--- src/rtl/uart_echo_fifo.sv ---
// uart_echo_fifo
//   Buffered echo engine between a uart_rx and a uart_tx. Received bytes are
//   case-transformed according to `mode`, queued in a DEPTH-entry FIFO and
//   sent back through the transmitter with a tx_start/tx_busy handshake.
//   Mode 2'b11 holds output until a terminator (EOL) byte is queued or the
//   FIFO is full. Dropped bytes set a sticky flag and a saturating counter.
//
// Ports
//   clk        system clock, rising edge
//   rst_n      asynchronous active-low reset
//   rx_ready   one-cycle strobe, rx_data valid
//   rx_data    received byte
//   mode       00 raw, 01 to-upper, 10 to-lower, 11 raw line mode
//   ovf_clr    clears overflow and ovf_count (wins over a same-cycle drop)
//   tx_busy    busy flag from uart_tx
//   tx_start   start request to uart_tx, held until tx_busy is seen
//   tx_data    byte to uart_tx, stable while tx_start is high
//   level      FIFO occupancy 0..DEPTH
//   overflow   sticky dropped-byte flag
//   ovf_count  dropped-byte count, saturating at 255
module uart_echo_fifo #(
    parameter int unsigned       DATA_W = 8,
    parameter int unsigned       DEPTH  = 16,
    parameter logic [DATA_W-1:0] EOL    = 8'h0D
) (
    input  logic                     clk,
    input  logic                     rst_n,
    input  logic                     rx_ready,
    input  logic [DATA_W-1:0]        rx_data,
    input  logic [1:0]               mode,
    input  logic                     ovf_clr,
    input  logic                     tx_busy,
    output logic                     tx_start,
    output logic [DATA_W-1:0]        tx_data,
    output logic [$clog2(DEPTH):0]   level,
    output logic                     overflow,
    output logic [7:0]               ovf_count
);

    localparam int unsigned AW = $clog2(DEPTH);
    localparam int unsigned LW = AW + 1;
    localparam logic [LW-1:0] FULL = LW'(DEPTH);

    localparam logic [1:0] S_IDLE  = 2'd0;
    localparam logic [1:0] S_START = 2'd1;
    localparam logic [1:0] S_DRAIN = 2'd2;

    localparam logic [1:0] M_UPPER = 2'b01;
    localparam logic [1:0] M_LOWER = 2'b10;
    localparam logic [1:0] M_LINE  = 2'b11;

    logic [DATA_W-1:0] r_mem [DEPTH];
    logic [AW-1:0]     r_wr_ptr;
    logic [AW-1:0]     r_rd_ptr;
    logic [LW-1:0]     r_lines;
    logic [1:0]        r_state;

    logic [DATA_W-1:0] w_rx_xf;
    logic [DATA_W-1:0] w_head;
    logic              w_full;
    logic              w_rel;
    logic              w_pop;
    logic              w_push;
    logic              w_drop;
    logic              w_eol_in;
    logic              w_eol_out;

    always_comb begin
        w_rx_xf = rx_data;
        case (mode)
            M_UPPER: if (rx_data >= DATA_W'(8'h61) && rx_data <= DATA_W'(8'h7A))
                         w_rx_xf = rx_data - DATA_W'(8'h20);
            M_LOWER: if (rx_data >= DATA_W'(8'h41) && rx_data <= DATA_W'(8'h5A))
                         w_rx_xf = rx_data + DATA_W'(8'h20);
            default: w_rx_xf = rx_data;
        endcase
    end

    assign w_head = r_mem[r_rd_ptr];
    assign w_full = (level == FULL);

    // Line mode releases on a queued terminator, or when full so it cannot deadlock.
    assign w_rel  = (level != '0) && ((mode != M_LINE) || (r_lines != '0) || w_full);
    assign w_pop  = (r_state == S_IDLE) && w_rel && !tx_busy;

    // A pop in the same cycle frees a slot, so a push at full is still accepted.
    assign w_push = rx_ready && (!w_full || w_pop);
    assign w_drop = rx_ready && !w_push;

    assign w_eol_in  = w_push && (w_rx_xf == EOL);
    assign w_eol_out = w_pop  && (w_head  == EOL);

    // When full with push+pop, wr_ptr == rd_ptr: the head is read before the write lands.
    always_ff @(posedge clk) begin
        if (w_push)
            r_mem[r_wr_ptr] <= w_rx_xf;
    end

    always_ff @(posedge clk or negedge rst_n) begin
        if (!rst_n) begin
            r_wr_ptr <= '0;
            r_rd_ptr <= '0;
            level    <= '0;
            r_lines  <= '0;
        end else begin
            if (w_push)
                r_wr_ptr <= r_wr_ptr + AW'(1);
            if (w_pop)
                r_rd_ptr <= r_rd_ptr + AW'(1);

            case ({w_push, w_pop})
                2'b10:   level <= level + LW'(1);
                2'b01:   level <= level - LW'(1);
                default: level <= level;
            endcase

            case ({w_eol_in, w_eol_out})
                2'b10:   r_lines <= r_lines + LW'(1);
                2'b01:   r_lines <= r_lines - LW'(1);
                default: r_lines <= r_lines;
            endcase
        end
    end

    always_ff @(posedge clk or negedge rst_n) begin
        if (!rst_n) begin
            overflow  <= 1'b0;
            ovf_count <= '0;
        end else if (ovf_clr) begin
            overflow  <= 1'b0;
            ovf_count <= '0;
        end else if (w_drop) begin
            overflow <= 1'b1;
            if (ovf_count != 8'hFF)
                ovf_count <= ovf_count + 8'd1;
        end
    end

    always_ff @(posedge clk or negedge rst_n) begin
        if (!rst_n) begin
            r_state  <= S_IDLE;
            tx_start <= 1'b0;
            tx_data  <= '0;
        end else begin
            case (r_state)
                S_IDLE: begin
                    if (w_pop) begin
                        tx_data  <= w_head;
                        tx_start <= 1'b1;
                        r_state  <= S_START;
                    end
                end
                S_START: begin
                    if (tx_busy) begin
                        tx_start <= 1'b0;
                        r_state  <= S_DRAIN;
                    end
                end
                S_DRAIN: begin
                    if (!tx_busy)
                        r_state <= S_IDLE;
                end
                default: begin
                    tx_start <= 1'b0;
                    r_state  <= S_IDLE;
                end
            endcase
        end
    end

endmodule

--- config.mk ---
export PLATFORM = sky130hd
export DESIGN_NAME = uart_echo_fifo
export DESIGN_NICKNAME = d
export VERILOG_FILES = /design/src/rtl/uart_echo_fifo.sv
export SDC_FILE = /design/constraint.sdc
export NUM_CORES = 1
export LEC_CHECK = 0
export CORE_ASPECT_RATIO = 1.2
export CORE_MARGIN = 3
export CORE_UTILIZATION = 55
export CTS_BUF_LIST = sky130_fd_sc_hd__clkbuf_4
export CTS_CLUSTER_SIZE = 14
export DETAILED_ROUTE_END_ITERATION = 16
export MAX_ROUTING_LAYER = met4
export PLACE_DENSITY_LB_ADDON = 0.08
export SLEW_MARGIN = 20
export SYNTH_ARGS = -nofsm -noshare
export SYNTH_HDL_FRONTEND = slang
export SYNTH_SLANG_ARGS = --single-unit
export TNS_END_PERCENT = 50
--- constraint.sdc ---
create_clock -name clk -period 4.08 [get_ports clk]
set_input_delay 0.816 -clock clk [delete_from_list [all_inputs] [get_ports clk]]
set_output_delay 0.816 -clock clk [all_outputs]
set_load 0.01 [all_outputs]
==> results.txt, run 1 <==
The run finished with clean final reports. The remaining antenna violation count is 0. Dividing the synthesized area by the synthesized cell count gives 16.1 µm².

The run gives 7230 µm² as the area of the mapped netlist. The number of nets handed over by synthesis was 487. Of the available clock period, the critical path in the final layout requires 90.2%. Worst hold slack: 0.341 ns. The run gives 0 as the initial antenna violation count. Kind of capture point of the worst setup path: a register.

Stage delay of the slowest cell on the critical path: 0.49 ns. TritonCTS built the clock tree. Distinct cell type count of the synthesized netlist: 53.

From synthesis to final layout, the design area changed by 16.4%. The final sum of negative setup slack was 0 ns. The die is 132 µm tall. The clock-pin slew on the worst setup and hold paths was 0.13 ns. The worst pin sits at a relative slew slack of 44.4%.

The final number of hold-violating endpoints was 0. Yosys printed 0 warnings. Traced cell by cell, the critical path runs through buf_4 > mux4_2 > a22oi_1 > nand2_1 > or2_2 > nor4_2 > buf_4 > ha_1 > inv_1 > fa_1 > nor2b_1 > o21ai_0 > and3_1 > nor3_1 > xor2_1. The share of post-route cells with drive strength above 1 is 23.3%.

Setup repair after global routing left no endpoint under its margin. The congestion estimate from routability-driven global placement came to 0.916. During I/O placement, the number of pins put on the boundary was 38. During placement, the flow inserted port buffers numbering 37. After the first detailed-routing iteration, the DRC count stood at 290. For the placed standard-cell area, the log shows 8060 µm².

In this run, CTS created clock tree buffers numbering 17. The run gives 0 as the total of endpoints with negative setup slack in the final report. The total power after layout is 5.17 mW. For this design the total switching power over the nets is 1.66 mW. The switching power share of the total was 32.1%; the cell row count was 45. In this run, post-CTS hold repair placed 0 buffers. Class of the worst hold path: in2async. Counting flops and latches in the post-synthesis netlist gives 166.

Relative contribution of combinational cells to total power: 34.7%. Largest net degree at the start of global routing: 39. The number of pins exceeding their max-slew limit in the final report is 0. The tools report the area of all placed cells without fillers as 8410 µm².

Data arrives at the worst endpoint at 4.17 ns. For the final net count, the log shows 569. For this configuration, the core starts out at a cell density of 56.6%.

The first global-routing pass estimated 23,700 µm of wire. The iteration count of the initial detailed-routing pass is 5, and the maximum net fanout on the critical path is 4. The post-route core utilization is 65.8%, and the share of total power in sequential cells is 44.9%.

The clock passes through at most 2 buffers. The number of buffers and inverters on the critical path is 3. Across the VDD grid, the largest voltage drop is 0.367 mV. The final routed DRC violation total is 0, and the antenna diode count is 0. The critical setup path kind is reg2reg.

In the final layout, flip-flops and latches occupy 4800 µm². Between clock sinks in the finished design, the worst skew comes to 0.0131 ns. Leading cell type in the layout, fill and taps excluded: edfxtp_1. Synthesis produced 450 cells.

The routed wire length was 15,000 µm; the register-to-register setup slack was 0.40 ns. The horizontal die dimension is 111 µm. The count of flip-flops with a built-in enable after synthesis came out at 128.

Among cell families on the critical path, the largest total delay comes from simple AND/OR/NAND/NOR gates. Counting the fill cells in the layout gives 925. Leaving out fill and tap cells, the most frequent cells in the layout are 128 x edfxtp_1, 42 x buf_4, 36 x clkdlybuf4s50_1, 36 x dfrtp_1, 33 x mux4_2.

Static timing analysis puts the maximum clock frequency at 272 MHz. In the global route stage, overall resource usage came out at 22.6%. The area enclosed by the die boundary was 14,600 µm²; the actual transition at the worst max-transition pin was 0.834 ns. Worst-case reg-to-reg path depth: 15. In the synthesized netlist the async set-or-reset flop fraction comes to 22.9%.

The endpoint identified for the worst register-to-register timing path is r_lines[4]$_DFFE_PN0P_. Across the run, the number of max-cap violations was 0. The analysis attributes to cell leakage a power of 3.06 nW.

The total power per unit cell area was 614 nW/µm²; the average vias per placed instance was 5.85. For the required time of the worst setup path, the log shows 4.57 ns. In the synthesized netlist the dominant register cell turns out to be edfxtp_1. The run gives 0 as the remaining global-route overflow. The tools report the count of clock tree sinks as 166.

The run gives 12,800 µm² as the area of the core. The logs give 20.4% for the fraction of power consumed by the clock network and 3.51 mW for the internal portion of total power. Among the stages of the critical path, the cell type that occurs most often is buf_4.

After synthesis, flip-flops and latches occupy 66.3% of the total area. The final critical delay including setup and external delays is 3.68 ns. The worst register-to-register path begins at r_rd_ptr[0]$_DFFE_PN0P_. The worst setup path is launched from a register. The later pin in the worst-skew pair is clocked with a latency of 0.56 ns. The logs give 4,289 for the via count of the first global-routing pass and 4 for the H-tree depth. The timing startpoint of the critical path is r_rd_ptr[0]$_DFFE_PN0P_.

The multi-input logic area is 2260 µm², and the total number of vias is 4,148. The root buffer cell chosen for the clock tree is clkbuf_4. After legalization and detailed placement, the total HPWL measured 10,500 µm. For this design, the slowest cell found on the critical path is mux4_2. The post-detailed-route wirelength per cell is 21.1 µm.
==> worst max-delay path by stage <==
| stage | slack (ns) | end | cells after the start |
|---|---|---|---|
| floorplan | 0.23 | r_lines[4]$_DFFE_PN0P_ | 13 |
| global placement | -0.02 | r_lines[4]$_DFFE_PN0P_ | 15 |
| detailed placement | -0.15 | r_lines[4]$_DFFE_PN0P_ | 15 |
| CTS | 0.14 | r_lines[4]$_DFFE_PN0P_ | 14 |
| global route | 0.05 | r_lines[4]$_DFFE_PN0P_ | 15 |
| finish | 0.40 | r_lines[4]$_DFFE_PN0P_ | 15 |
==> repair_timing <==
| item | 4_1_cts | 5_1_grt |
|---|---|---|
| hold endpoints to repair | 0 | 0 |
| gates resized for setup | 0 | 3 |
| endpoints found under the setup margin | 0 | 1 |
| setup buffers | 0 | 2 |
==> layer usage <==
layer	global-route usage [%]	up-vias	part of all wire, %
li1	-	1895	-
met1	28.0	2099	39
met2	36.7	130	53
met5	-	-	0
met3	5.67	24	6.0
met4	7.39	0	2.0
==> cells by family (layout without fill, tap and decap cells) <==
kind of cell             count (synthesis)  in the layout  synth area share (%)
flip-flops                             166            166                  66.3
AND/OR/NAND/NOR                        107            107                  8.41
AO/OA/AOI/OAI                           49             49                  4.59
buffers and inverters                   43            138                  2.49
multiplexers                            42             42                  11.6
adder cells (fa/ha/maj)                 22             22                  4.02
XOR/XNOR                                21             21                  2.54
==> worst register-to-register path, cell delays in order (launching register included) <==
cell and delay [ns]:
dfrtp_2 0.45, buf_4 0.17, mux4_2 0.49, a22oi_1 0.22, nand2_1 0.15, or2_2 0.35, nor4_2 0.23, buf_4 0.16
ha_1 0.17, inv_1 0.08, fa_1 0.40, nor2b_1 0.11, o21ai_0 0.10, and3_1 0.19, nor3_1 0.16, xor2_1 0.16
==> layout make-up <==
type / instances / area share [%]
Sequential cell: 166 / 57.1
Clock buffer: 20 / 1.78
Tap cell: 164 / 2.44
Multi-Input combinational cell: 241 / 26.9
Clock inverter: 12 / 2.11
Timing Repair Buffer: 81 / 8.57
Inverter: 25 / 1.12
==> synthesized netlist by cell type (all sizes together) (4+ instances only) <==
| cell type | number | area share, % |
|---|---|---|
| nand2 | 27 | 1.4 |
| nand3 | 6 | 0.42 |
| nor2 | 18 | 0.93 |
| a21o | 4 | 0.42 |
| clkbuf | 9 | 0.47 |
| a21oi | 6 | 0.42 |
| nor3 | 10 | 0.69 |
| ha | 20 | 3.5 |
| xor2 | 9 | 1.1 |
| o21ai | 13 | 0.90 |
| and2 | 7 | 0.61 |
| mux4 | 33 | 10 |
| xnor2 | 12 | 1.5 |
| buf | 9 | 0.73 |
| a22oi | 11 | 1.1 |
| nor4b | 4 | 0.78 |
| inv | 24 | 1.2 |
| edfxtp | 128 | 53 |
| and3 | 6 | 0.52 |
| dfrtp | 38 | 13 |
| nor4 | 7 | 0.90 |
| nor2b | 7 | 0.61 |
| mux2 | 6 | 0.93 |
==> stage by stage <==
step / cells / worst slack [ns]
after floorplan: 450 / 0.227
after global placement: 675 / -0.0172
after detailed placement: 675 / -0.153
after CTS: 707 / 0.142
after global routing: 709 / 0.0504
final: 709 / 0.401
==> sequential cells by signal (all words and copies together), names as in the netlist <==
| register | count |
|---|---|
| overflow | 1 |
| tx_start | 1 |
| level | 5 |
| r_wr_ptr | 4 |
| ovf_count | 8 |
| r_lines | 5 |
| r_state | 2 |
| r_mem | 128 |
| tx_data | 8 |
| r_rd_ptr | 4 |
==> power by group through the flow <==
stage | clock network (mW) | logic (mW) | registers [mW]
finish | 1.05 | 1.80 | 2.32
global route | 1.15 | 1.95 | 2.35
CTS | 1.08 | 1.79 | 2.33
detailed placement | 0 | 1.79 | 2.36
global placement | 0 | 1.75 | 2.35
floorplan | 0 | 1.19 | 2.27
No activity file was read; power rests on OpenSTA's default activity.
==> run 2, diff against run 1 <==
CORE_MARGIN = not set   (was 3)
==> run 2 against run 1 <==
  * Combinational power is essentially flat
  * Sequential power is essentially flat
  * Non-clock buffer count shrank 1
  * Hold slack gained 0.043 ns
  * Utilization shrank 0.36 points
  * Clock power shrank 22%
  * Cell area shrank 0.98%
  * Critical path type unchanged
  * Critical path depth is the same
  * Worst setup slack lost 0.12 ns
  * Flip-flop and latch count is the same
==> results.txt, run 2 (synthesis results as in run 1) <==
For the starting DRC count in detailed routing, the log shows 270. The maximum net fanout on the critical path is 18, and the combined flip-flop and latch cell area is 4800 µm². Between clock sinks in the finished design, the worst skew comes to 0.0132 ns.

Once layout is done, the placed cells without fillers occupy 8330 µm². The starting density of the core was 56.8%. The register bank with the most flops is r_mem. Via count of the first global-routing pass: 4,198.

The logs give 0.801 for the global placement routability congestion and 0 ns for the final sum of negative setup slack. In the layout the commonest cells are 128 x edfxtp_1, 40 x buf_4, 37 x dfrtp_1. Clock-pin slew was measured on the worst setup and hold paths at 0.14 ns.

Across the run, the number of max-cap violations was 0. The internal portion of total power was 3.27 mW; the number of flip-flops in the largest register was 128. After detailed routing, the average wire length per cell comes to 21.5 µm. For this run, the top clock speed supported by timing is 263 MHz.

The highest layer touched by signal routing is met4. The critical path in this run is classified as reg2reg. After the last flow step, the layout net total stands at 568. STA classifies the critical path endpoint as a register. In this run, CTS created clock tree buffers numbering 17. The run gives 0.380 mV as the maximum VDD drop.

The number of pins exceeding their max-slew limit in the final report is 0. The tools report the kind of launch point of the worst setup path as a register. Entering global routing, the biggest net connects 39 pins. The total power per unit cell area came out at 594 nW/µm². The actual transition at the worst max-transition pin was 0.887 ns; the horizontal die dimension was 107 µm.

For this block, the routed nets add up to 15,200 µm of wire. The wire length of the first global-routing pass is 23,900 µm, and the switching power share of the total is 33.9%. For this block, wires on met1 add up to 5930 µm. Setup violations remaining at the end of the flow were counted as 0.

The die is 128 µm tall. After layout, the design draws a total of 4.95 mW. Clock tree synthesis found a total of 166 sinks. The final critical delay including setup and external delays works out to 3.80 ns.

Leaving out fill and tap cells, the most frequent cell in the layout is edfxtp_1. After floorplanning, the core was sized to cover 12,700 µm². Sequential cells burn 46.3% of the power.

The number of buffers added on ports was 37; the remaining antenna violation count was 0. In the detailed route, the total length drawn on met3 is 863 µm. Summed over all nets, wire length on met2 after detailed routing comes to 8040 µm. TritonCTS built the clock tree. Post-route clock period utilization: 93.0%. The tools report the cell at the root of the clock tree as clkbuf_4. Average vias per placed instance: 5.91. The logs give 2270 µm² for the multi-input logic area and 957 for the final-layout fill cell count. The synthesis-to-layout area growth was 15.2%; the number of I/O pins was 38. For this run, the detailed router's first-pass iteration total came to 6. Final number of hold-violating endpoints: 0. The placed instances occupy a cell area of 8080 µm².

The post-route netlist has 22.6% of its cells at a drive strength greater than 1. The min-delay analysis places its worst path in the category in2async. The flow ran to the end, and the final reports show no timing, DRC or antenna violations. The number of hold buffers added after CTS was 0. The worst pin sits at a relative slew slack of 40.9%. In this run the number of H-tree levels came out at 4.

Combinational cells account for 37.1% of the total power. Data on the critical path arrives at its endpoint at 4.27 ns. Remaining global-route overflow: 0. The longest clock path from root to sink contains 2 buffers.

For this run, design rule violations remaining after detail routing come to 0. The tools report the clock latency on the worst-skew pair as 0.53 ns. For the worst setup path, the data required time is 4.55 ns.

Setup repair after global routing left no endpoint under its margin. In this run, the clock network consumes 16.6% of the power. Summed over all nets, the half-perimeter wirelength after detailed placement is 10,700 µm.

The number of setup buffers added after CTS was 0; the total number of vias was 4,188. The area enclosed by the die boundary was 13,600 µm². The power spent charging and discharging nets was 1.68 mW. The largest registers in the layout are r_mem x128, ovf_count x8, tx_data x8. The logs give 3.03 nW for the static leakage and 1 for the initial antenna violation count. Global routing used 25.4% of the available tracks. After floorplanning, the core was divided into 45 placement rows. Hold timing on the final database bottoms out at a slack of 0.383 ns.
## run 2: routing by layer
layer	global-route usage (%)	vias up
met3	4.90	27
li1	-	1894
met4	8.86	0
met5	-	-
met2	42.0	162
met1	31.3	2105
## run 2: power by group through the flow
stage	Clock (mW)	Sequential, mW	Combinational [mW]
after floorplan	0	2.27	1.19
after global placement	0	2.31	1.83
after detailed placement	0	2.33	1.85
after CTS	0.840	2.29	1.86
after global routing	0.902	2.32	1.99
final	0.823	2.29	1.83
## run 2: area by class of cell
class	instances	area share, %
Timing Repair Buffer	80	8.71
Sequential cell	166	57.6
Inverter	25	1.13
Multi-Input combinational cell	241	27.3
Clock inverter	15	1.26
Antenna cell	1	0.0300
Tap cell	164	2.46
Clock buffer	17	1.53
## run 2: timing repair
item	4_1_cts	5_1_grt
gates resized for setup	0	2
hold endpoints to repair	0	0
setup endpoints to repair	0	1
## run 2: path summary, 6_finish.rpt
| path | endpoint | start | slack (ns) | depth (start not counted) |
|---|---|---|---|---|
| worst min register to register | r_lines[4]$_DFFE_PN0P_ | r_lines[4]$_DFFE_PN0P_ | 0.50 | 1 |
| worst min-delay path | tx_data[2]$_DFFE_PN0P_ | rst_n | 0.38 | 1 |
| worst max-delay path | r_lines[4]$_DFFE_PN0P_ | r_rd_ptr[0]$_DFFE_PN0P_ | 0.28 | 15 |
| min in group clk | r_lines[4]$_DFFE_PN0P_ | r_lines[4]$_DFFE_PN0P_ | 0.50 | 1 |
| worst max register to register | r_lines[4]$_DFFE_PN0P_ | r_rd_ptr[0]$_DFFE_PN0P_ | 0.28 | 15 |
| max in group asynchronous | r_rd_ptr[0]$_DFFE_PN0P_ | rst_n | 3.10 | 1 |
## run 2: critical path: stages (launching register included)
cell	delay (ns)
dfrtp_2	0.44
buf_12	0.20
mux4_2	0.51
a22o_1	0.27
a221oi_1	0.41
nand3_1	0.15
nor4_2	0.17
buf_4	0.18
ha_1	0.17
inv_1	0.07
fa_1	0.40
nor2b_1	0.12
o21ai_0	0.10
and3_1	0.19
nor3_1	0.17
xor2_1	0.15
## run 2: through the flow
stage | cells | setup WS [ns] | utilization (%)
3_3_place_gp | 676 | -0.0510 | 63.5
6_report | 709 | 0.284 | 65.5
4_1_cts | 708 | 0.237 | 65.3
3_5_place_dp | 676 | -0.229 | 63.5
2_1_floorplan | 450 | 0.227 | -
5_1_grt | 709 | 0.00201 | 65.5
